--- config.mk ---
export PLATFORM = sky130hd
export DESIGN_NAME = bitty_fetch_unit
export DESIGN_NICKNAME = d
export VERILOG_FILES = /design/src/rtl/bitty_pkg.sv /design/src/rtl/bitty_pc_counter.sv /design/src/rtl/bitty_fetch_unit.sv
export SDC_FILE = /design/constraint.sdc
export NUM_CORES = 1
export LEC_CHECK = 0
export CAP_MARGIN = 20
export CORE_MARGIN = 2
export CORE_UTILIZATION = 45
export CTS_CLUSTER_SIZE = 12
export DETAILED_ROUTE_END_ITERATION = 8
export GPL_TIMING_DRIVEN = 0
export PLACE_DENSITY = 0.77
export SETUP_SLACK_MARGIN = 0.15
export SLEW_MARGIN = 20
export SYNTH_ARGS = -nofsm -noshare
export SYNTH_HDL_FRONTEND = slang
export SYNTH_SLANG_ARGS = --single-unit
--- constraint.sdc ---
create_clock -name clk -period 1.82 [get_ports clk]
set_input_delay 0.364 -clock clk [delete_from_list [all_inputs] [get_ports clk]]
set_output_delay 0.364 -clock clk [all_outputs]
set_load 0.01 [all_outputs]
--- src/rtl/bitty_pkg.sv ---
// rtl/bitty_pkg.sv - shared widths, constants and fetch-state encodings for the Bitty core
package bitty_pkg;

   localparam int INST_W = 16;
   localparam logic [INST_W-1:0] HALT_WORD_DEFAULT = 16'hFFFF;

   typedef enum logic [2:0] {
      ST_IDLE     = 3'd0,
      ST_FETCH    = 3'd1,
      ST_WAIT_MEM = 3'd2,
      ST_ISSUE    = 3'd3,
      ST_EXEC     = 3'd4,
      ST_HALTED   = 3'd5
   } fetch_state_t;

endpackage

--- src/rtl/bitty_pc_counter.sv ---
// rtl/bitty_pc_counter.sv - program counter with load-start and increment-with-wrap
module bitty_pc_counter #(
   parameter int                ADDR_W     = 8,
   parameter logic [ADDR_W-1:0] START_ADDR = '0
) (
   input  logic              clk,
   input  logic              reset,
   input  logic              load,
   input  logic              inc,
   output logic [ADDR_W-1:0] pc
);

   // Wrap from all-ones back to zero falls out of the ADDR_W-bit add.
   always_ff @(posedge clk or negedge reset) begin
      if (!reset) begin
         pc <= START_ADDR;
      end else if (load) begin
         pc <= START_ADDR;
      end else if (inc) begin
         pc <= pc + 1'b1;
      end
   end

endmodule

--- src/rtl/bitty_fetch_unit.sv ---
// rtl/bitty_fetch_unit.sv - fetches instruction words, issues them to the core, retires and halts
module bitty_fetch_unit
   import bitty_pkg::*;
#(
   parameter int                ADDR_W     = 8,
   parameter logic [ADDR_W-1:0] START_ADDR = '0,
   parameter logic [INST_W-1:0] HALT_WORD  = HALT_WORD_DEFAULT
) (
   input  logic              clk,
   input  logic              reset,
   input  logic              start,
   input  logic              stop,
   output logic [ADDR_W-1:0] mem_addr,
   output logic              mem_rd_en,
   input  logic [INST_W-1:0] mem_rd_data,
   input  logic              mem_rd_valid,
   output logic [INST_W-1:0] instruction,
   output logic              run,
   input  logic              done,
   output logic [ADDR_W-1:0] pc,
   output logic [15:0]       retired,
   output logic              halted,
   output logic              busy
);

   fetch_state_t      state;
   fetch_state_t      next_state;
   logic              pc_load;
   logic              pc_inc;
   logic              inst_load;
   logic              retire;
   logic              stop_q;
   logic [INST_W-1:0] inst_q;
   logic [15:0]       retired_cnt;

   bitty_pc_counter #(
      .ADDR_W     (ADDR_W),
      .START_ADDR (START_ADDR)
   ) u_pc (
      .clk   (clk),
      .reset (reset),
      .load  (pc_load),
      .inc   (pc_inc),
      .pc    (pc)
   );

   always_ff @(posedge clk or negedge reset) begin
      if (!reset) begin
         state <= ST_IDLE;
      end else begin
         state <= next_state;
      end
   end

   always_comb begin
      next_state = state;
      pc_load    = 1'b0;
      pc_inc     = 1'b0;
      inst_load  = 1'b0;
      retire     = 1'b0;
      case (state)
         ST_IDLE: begin
            if (start) begin
               pc_load    = 1'b1;
               next_state = ST_FETCH;
            end
         end
         ST_FETCH: begin
            next_state = ST_WAIT_MEM;
         end
         ST_WAIT_MEM: begin
            // A HALT word is swallowed here so the core never sees it.
            if (mem_rd_valid) begin
               if (mem_rd_data == HALT_WORD) begin
                  next_state = ST_HALTED;
               end else begin
                  inst_load  = 1'b1;
                  next_state = ST_ISSUE;
               end
            end
         end
         ST_ISSUE: begin
            next_state = ST_EXEC;
         end
         ST_EXEC: begin
            if (done) begin
               pc_inc     = 1'b1;
               retire     = 1'b1;
               next_state = (stop || stop_q) ? ST_HALTED : ST_FETCH;
            end
         end
         ST_HALTED: begin
            if (start) begin
               pc_load    = 1'b1;
               next_state = ST_FETCH;
            end
         end
         default: begin
            next_state = ST_IDLE;
         end
      endcase
   end

   // Remembers a stop seen anywhere in the instruction so it takes effect at done.
   always_ff @(posedge clk or negedge reset) begin
      if (!reset) begin
         stop_q <= 1'b0;
      end else if (next_state == ST_HALTED) begin
         stop_q <= 1'b0;
      end else if (busy && stop) begin
         stop_q <= 1'b1;
      end
   end

   always_ff @(posedge clk or negedge reset) begin
      if (!reset) begin
         inst_q <= '0;
      end else if (inst_load) begin
         inst_q <= mem_rd_data;
      end
   end

   always_ff @(posedge clk or negedge reset) begin
      if (!reset) begin
         retired_cnt <= '0;
      end else if (retire && (retired_cnt != 16'hFFFF)) begin
         retired_cnt <= retired_cnt + 16'd1;
      end
   end

   assign mem_addr    = pc;
   assign mem_rd_en   = (state == ST_FETCH);
   assign run         = (state == ST_ISSUE);
   assign halted      = (state == ST_HALTED);
   assign busy        = (state != ST_IDLE) && (state != ST_HALTED);
   assign instruction = inst_q;
   assign retired     = retired_cnt;

endmodule

==> out/results.txt <==
status -> finished clean
DR iter-0 viols -> 106
M3 GR Usage -> 0.0664
fin crit period -> 1.71 ns
CTS Buffer Depth -> 2
Initial Utilization -> 0.470
combinational share of power -> 0.464
Req. time, crit path -> 1.46 ns
Rows -> 25
Worst R2R Start -> state[0]
Clock transition at path regs -> 0.08 ns
CTS root buf -> clkbuf_8
clk sinks -> 44
CP Class -> register to primary output
Worst-Skew Late Latency -> 0.29 ns
Worst VDD drop -> 0.000893 V
Final period util -> 0.940
Setup crit start kind -> register
Tot GR Track Use -> 0.197
most common cell after layout, fill and taps aside -> buf_4
Sw Share -> 0.303
fillers -> 334
die extent in y -> 74.5 um
#FFs+latches synth -> 44
final wirelength -> 5340 um
gr ovfl total -> 0
nets -> 341
Synth Area in Adders -> 0.0112
Final Hold Fails -> 0
clock power share -> 0.191
vias in the first global route -> 1,885
Worst setup EP type -> primary output
gpl congestion -> 0.784
main combinational cell family by area after synthesis -> simple AND/OR/NAND/NOR gates
simple-gate share of the synthesized area -> 0.209
Worst-Margin Slew -> 0.450 ns
Num CTS Buffers -> 5
busiest layer in global routing -> met2
Reg power frac -> 0.345
Syn Inst Count -> 199
final setup vio count -> 0
RSZ-0062 raised after global routing -> true
Synth Area in XOR/XNOR -> 0.0510
Worst slew margin -> 0.698
Via Count -> 1,950
share of post-route cells with drive strength above 1 -> 0.340
max-cap viol count -> 0
DR pass1 iterations -> 4
largest net degree at the start of global routing -> 31
Via density -> 5.06
DRT antenna net count -> 0
final slew viol count -> 0
net switching power -> 1.30 mW
Residual DRC -> 0
Synth Area in Compound Gates -> 0.0577
area grow syn2layout -> 62.0%
WP data arrival -> 1.35 ns
Ports -> 74
IO buf count -> 73
antenna fix cells -> 0
syn_nets -> 223
Setup TNS -> 0 ns
CTS tree -> yes
initial antenna violation count -> 0
first-pass GRT wire length -> 8420 um
HP Start -> mem_rd_data[14]
most frequent cells in the layout -> 39 x buf_4, 35 x clkdlybuf4s50_1, 34 x dfrtp_1
met2 Resource Use GR -> 0.336
Die W -> 74.5 um
mux cell area share after synthesis -> 0.122
yosys warns -> 0
fmax -> 0.584 GHz
detailed-placement wirelength estimate -> 3530 um
critical-path maximum fanout -> 8
post-synthesis sequential area ratio -> 0.493
min-delay worst type -> input pin to register
Core Area -> 4750 sq um
synthesized area -> 2230 sq um
die area -> 5540 sq um
Distinct cells, synth -> 44
H-tree depth -> 2
M1 GR Usage -> 0.237
syn avg cell area -> 11.2 sq um
critical path launch point -> state[2]
Pwr Density -> 1180 nW/um^2
Tot Pwr -> 4.29 mW
Worst Clk Skew -> 0.00448 ns
Power Internal -> 2.99 mW
drt wl/cell -> 13.9 um
P_leak -> 1.86 nW
## stage by stage
| step | setup slack [ns] | hold slack (ns) | instances | cell area, sq um | util |
|---|---|---|---|---|---|
| finish | 0.109 | 0.318 | 385 | 3620 | 0.761 |
| global route | 0.0563 | 0.312 | 385 | 3620 | 0.761 |
| CTS | 0.0741 | 0.404 | 368 | 3420 | 0.719 |
| detailed placement | -0.448 | 0.292 | 340 | 3060 | 0.644 |
| global placement | -0.786 | 0.474 | 339 | 3050 | 0.641 |
| floorplan | 0.211 | 0.0684 | 199 | 2230 | - |
## state kept, by name, indices dropped and copies added (netlist names)
register	flops
retired	16
u_pc.pc	8
instruction	16
state	3
stop_q	1
## final timing paths
kind	end	slack (ns)	depth (start not counted)
worst max register to register	instruction[5]	0.16	8
min in group asynchronous	u_pc.pc[6]	0.52	2
worst max-delay path	busy	0.11	3
worst min-delay path	instruction[14]	0.32	2
worst min register to register	instruction[6]	0.51	1
max in group asynchronous	state[2]	0.81	3
## kinds of logic (layout without fill, tap and decap cells)
group           Yosys count  in the layout
xor+xnor                 13             13
buf+inv                  18            137
simple gates             81             81
mux                      21             21
flops                    44             44
fa+ha+maj                 2              2
compound gates           20             20
## power groups by stage
stage / logic [mW] / clock network, mW / registers, mW
global placement: 1.62 / 0 / 1.47
floorplan: 0.772 / 0 / 1.55
detailed placement: 1.65 / 0 / 1.47
CTS: 1.85 / 0.835 / 1.47
finish: 1.99 / 0.817 / 1.48
global route: 2.15 / 0.880 / 1.51
## Yosys cell counts (all sizes together)
library cell	n	share of area
a21o	2	0.0067
a21oi	7	0.016
a221oi	1	0.0039
a22o	1	0.0039
a2bb2oi	1	0.0039
a31o	1	0.0039
a31oi	3	0.0084
and2	2	0.0062
and3	5	0.014
and4	1	0.0039
and4bb	1	0.0056
buf	14	0.050
dfrtp	44	0.49
ha	2	0.011
inv	4	0.0067
mux2	19	0.11
mux2i	2	0.0090
nand2	11	0.018
nand2b	2	0.0056
nand3	7	0.016
nand3b	1	0.0034
nand4	14	0.045
nand4b	1	0.0039
nand4bb	1	0.0050
nor2	23	0.039
nor2b	1	0.0039
nor3	6	0.016
nor3b	1	0.0034
nor4	2	0.015
o21ai	2	0.0045
o22ai	1	0.0028
o311ai	1	0.0039
or2	2	0.0056
xnor2	5	0.020
xor2	8	0.031
## critical path, stage by stage (launching register included)
cell and delay (ns):
dfrtp_2 0.48, or2_1 0.27, a21o_1 0.18, buf_2 0.14
## metal layers
metal	vias up	share of wire
li1	936	-
met1	952	0.42
met2	56	0.51
met3	6	0.063
met4	0	0.0084
met5	-	0
## cell type report
class | count | area (sq um) | share of cell area
multi-input cells | 137 | 1080 | 0.300
clock inverters | 1 | 30.0 | 0.00830
clock buffers | 7 | 96.3 | 0.0266
well taps | 67 | 83.8 | 0.0232
flip-flops and latches | 44 | 1110 | 0.308
inverters | 4 | 15.0 | 0.00415
plain buffers | 14 | 129 | 0.0356
repair buffers | 111 | 1060 | 0.294
## timing repair
action,4_1_cts,5_1_grt
setup endpoints to repair,41,49
setup buffers,18,17
hold buffers,1,0
cloned,1,0
endpoints found under the hold margin,14,0
gates resized for setup,60,36
pin swaps,8,8
(Power assumes the default switching activity.)
==> RTL edit 1, RTL diff (config.mk and constraints unchanged) <==
The package constant `INST_W` goes from 16 to 32.
--- a/src/rtl/bitty_pkg.sv
+++ b/src/rtl/bitty_pkg.sv
@@ -3,3 +3,3 @@
 
-   localparam int INST_W = 16;
+   localparam int INST_W = 32;
    localparam logic [INST_W-1:0] HALT_WORD_DEFAULT = 16'hFFFF;
Ports: changed (resized instruction and mem_rd_data); port bits go from 74 to 106. No check against the original RTL was run, so the function may have changed too.
==> RTL edit 1 against the unedited design <==
- clock power is 30% higher
- count of clock-buffer cells in the layout is 6 higher
- maximum frequency is 4.0% lower
- clock skew is 1.2 ps higher
- synthesized area is 32% higher
- power is 40% higher
- design area is 31% higher
- sequential cell count is 16 higher
- die area is 30% higher
- wire length is 35% higher
- worst setup slack worse by 71 ps
- largest cell class unchanged
==> RTL edit 1: results (changes against the unedited design) <==
Cells and area
  – Multi-Input Combinational: 147 (+7.3%)
  – Area of the multi-input gates: 0.00138 mm2 (+27%)
  – CLK BUF: 13 (+6)
  – Inverters: 3 (-1)
  – Fraction of layout cells with a size suffix above 1: 0.341 (+0.00152)
  – Clock network share of area: 0.0358 (+0.000844)
  – Non-Filler Instances: 461 (+20%)

Synth
  – Synth cell count leaders: dfrtp_1, mux2_4, nand4_1
  – Syn avg cell area: 13.1 um2 (+17%)
  – Fraction of synthesized area in multiplexers: 0.168 (+0.0467)
  – XOR/XNOR share of the synthesized area: 0.0565 (+0.00552)
  – Post-Synth Adder-Cell Area: 0.00850 (-0.00271)
  – Register area share after synthesis: 0.510 (+0.0168)

Power
  – Peak VDD IR: 0.938 mV (+5.0%)
  – Leak: 2.41 nW (+30%)
  – PD cells: 1270 mW/mm2 (+7.6%)

Status
  – Outcome: finished, final reports clean

STA
  – Layout Skew: 5.72 ps (+1.24 ps)

GRT
  – Total GRT Usage: 0.200 (+0.00326)
  – Met1 Track Usage GR: 0.266 (+0.0283)
  – First-pass GRT wire length: 11400 um (+35%)
  – GR Util met2: 0.313 (-0.0235)

Setup path
  – Crit path arrival time: 1420 ps (+70 ps)

Place
  – PortBufs: 105 (+44%)
  – Dpl hpwl: 4740 um (+34%)
  – Setup WS pre-CTS: -367 ps (+80.9 ps)

Clock network
  – Post_cts resized: 79 (+32%)
  – Setup repair bufs after CTS: 24 (+6)

Drt
  – Met2 WL post-DR: 3590 um (+32%)
  – Met3 wire len: 486 um (+45%)
  – WL final: 7220 um (+35%)
## RTL edit 1: changes by cell type after synthesis, sizes merged, moves of 3 or more
cell   delta
xnor2     +8
and3      +3
dfrtp    +16
nor2      -9
mux2     +15
nor4      +3
nor3      -5
a31oi     -3
## RTL edit 1: path summary, 6_finish.rpt
kind	to	cells past startpoint	slack [ps]	from
min in group clk	instruction[11]	2	420	mem_rd_data[11]
max reg2reg	instruction[23]	6	50	state[0]
max	busy	3	40	state[0]
min	retired[15]	2	410	reset
max in group asynchronous	state[1]	3	910	reset
min reg2reg	instruction[10]	1	510	instruction[10]
## RTL edit 1: power by group
group          internal (mW)  total (mW)  leakage [nW]  switching [mW]
logic                   1.86        2.87          1.57            1.01
clock network          0.558        1.06        0.0893           0.498
registers               1.79        2.09         0.752           0.304
==> RTL edit 2, RTL diff (config.mk and constraints unchanged) <==
Without the edit above. Reset style: synchronous (`reset`), changed in 5 clocked blocks.
--- a/src/rtl/bitty_pc_counter.sv
+++ b/src/rtl/bitty_pc_counter.sv
@@ -13,3 +13,3 @@
    // Wrap from all-ones back to zero falls out of the ADDR_W-bit add.
-   always_ff @(posedge clk or negedge reset) begin
+   always_ff @(posedge clk) begin
       if (!reset) begin
--- a/src/rtl/bitty_fetch_unit.sv
+++ b/src/rtl/bitty_fetch_unit.sv
@@ -46,3 +46,3 @@
 
-   always_ff @(posedge clk or negedge reset) begin
+   always_ff @(posedge clk) begin
       if (!reset) begin
@@ -104,3 +104,3 @@
    // Remembers a stop seen anywhere in the instruction so it takes effect at done.
-   always_ff @(posedge clk or negedge reset) begin
+   always_ff @(posedge clk) begin
       if (!reset) begin
@@ -114,3 +114,3 @@
 
-   always_ff @(posedge clk or negedge reset) begin
+   always_ff @(posedge clk) begin
       if (!reset) begin
@@ -122,3 +122,3 @@
 
-   always_ff @(posedge clk or negedge reset) begin
+   always_ff @(posedge clk) begin
       if (!reset) begin
Function: differs if reset is asserted again (counterexample within 4 cycles, from zero or initial values and one cycle with reset low); with reset held inactive, the same outputs for 10 cycles.
==> RTL edit 2 against the unedited design <==
- maximum frequency shrank 1.2%
- design area shrank 6.8%
- core utilization shrank 3.8 points
- register-to-register slack lost 50 ps
- synthesized area shrank 4.4%
- sequential cell count is the same
- wire length grew 10%
- critical path depth grew 1
- worst setup slack lost 21 ps
- synthesized cell count grew 22%
- critical path type unchanged
- largest cell class is now multi-input combinational cells
Power is not compared: it rests on default switching activity, and its combinational part moved more than twofold at a synthesized area within 25%.
==> RTL edit 2: results (changes against the unedited design) <==
Place
  – Placed Area: 0.00294 mm2 (-3.9%)
  – GP Congestion: 0.836 (+6.6%)

Drt
  – Met2 WL post-DR: 2770 um (+2.1%)
  – WL met1: 2680 um (+19%)
  – Met3 wire len: 349 um (+4.2%)
  – Initial DRC count: 167 (+58%)

Synth
  – Synth Area in Compound Gates: 0.107 (+0.0495)
  – Syn avg cell area: 8.83 um2 (-21%)
  – Syn Nets: 266 (+19%)
  – Register area share after synthesis: 0.412 (-0.0806)
  – XOR/XNOR share of the synthesized area: 0.0328 (-0.0182)
  – Synth area leaders: dfxtp_1, mux2i_1, nor2_1

Setup path
  – Worst path max stage delay: 340 ps (-140 ps)
  – CP Max Fanout: 10 (+2)
  – Crit path from: state[0]
  – Delay-heaviest family, CP: buffers and inverters
  – Crit path arrival time: 1370 ps (+20 ps)
  – Reg2reg setup slack: 110 ps (-50 ps)
  – Crit Reg-Reg Endpoint: retired[9]

Cells and area
  – Non-Filler Instances: 394 (+2.3%)
  – Fraction of layout cells with a size suffix above 1: 0.256 (-0.0837)
  – NumNets Final: 363 (+6.5%)

GRT
  – Vias in the first global route: 1942 (+3.0%)
  – First-pass GRT wire length: 9250 um (+9.8%)
  – Total GRT Usage: 0.223 (+0.0262)

STA
  – Min Hold Slack: 345 ps (+27.2 ps)
  – Layout Skew: 3.78 ps (-0.702 ps)

Status
  – Outcome: finished, final reports clean

Hold path
  – WHS Endpoint: instruction[5]
[RTL edit 2: cell types whose count changed after synthesis, moves of 8 or more]
| cell | change |
|---|---|
| dfrtp_1 | -44 |
| clkbuf_1 | +8 |
| mux2_4 | -10 |
| mux2i_1 | +21 |
| dfxtp_1 | +44 |
| nand2_1 | +14 |
[RTL edit 2: area by class of cell]
type / instances / area (um2)
Buffer: 19 / 150
Clock buffer: 8 / 90.1
Fill cell: 375 / 1290
Inverter: 5 / 18.8
Multi-Input combinational cell: 174 / 1250
Sequential cell: 44 / 935
Tap cell: 54 / 67.6
Timing Repair Buffer: 90 / 861
[RTL edit 2: timing repair]
item / 4_1_cts / 5_1_grt
pin swaps: 13 / 12
buffers inserted: 10 / 4
setup endpoints to repair: 54 / 61
gates resized for setup: 62 / 49
cloned: 2 / 1
hold buffers: 0 / 0
[RTL edit 2: per-layer routing]
layer	vias up	GRT usage
met5	-	0
met4	0	0.0782
met3	7	0.0483
met2	77	0.358
met1	1001	0.297
li1	1055	-
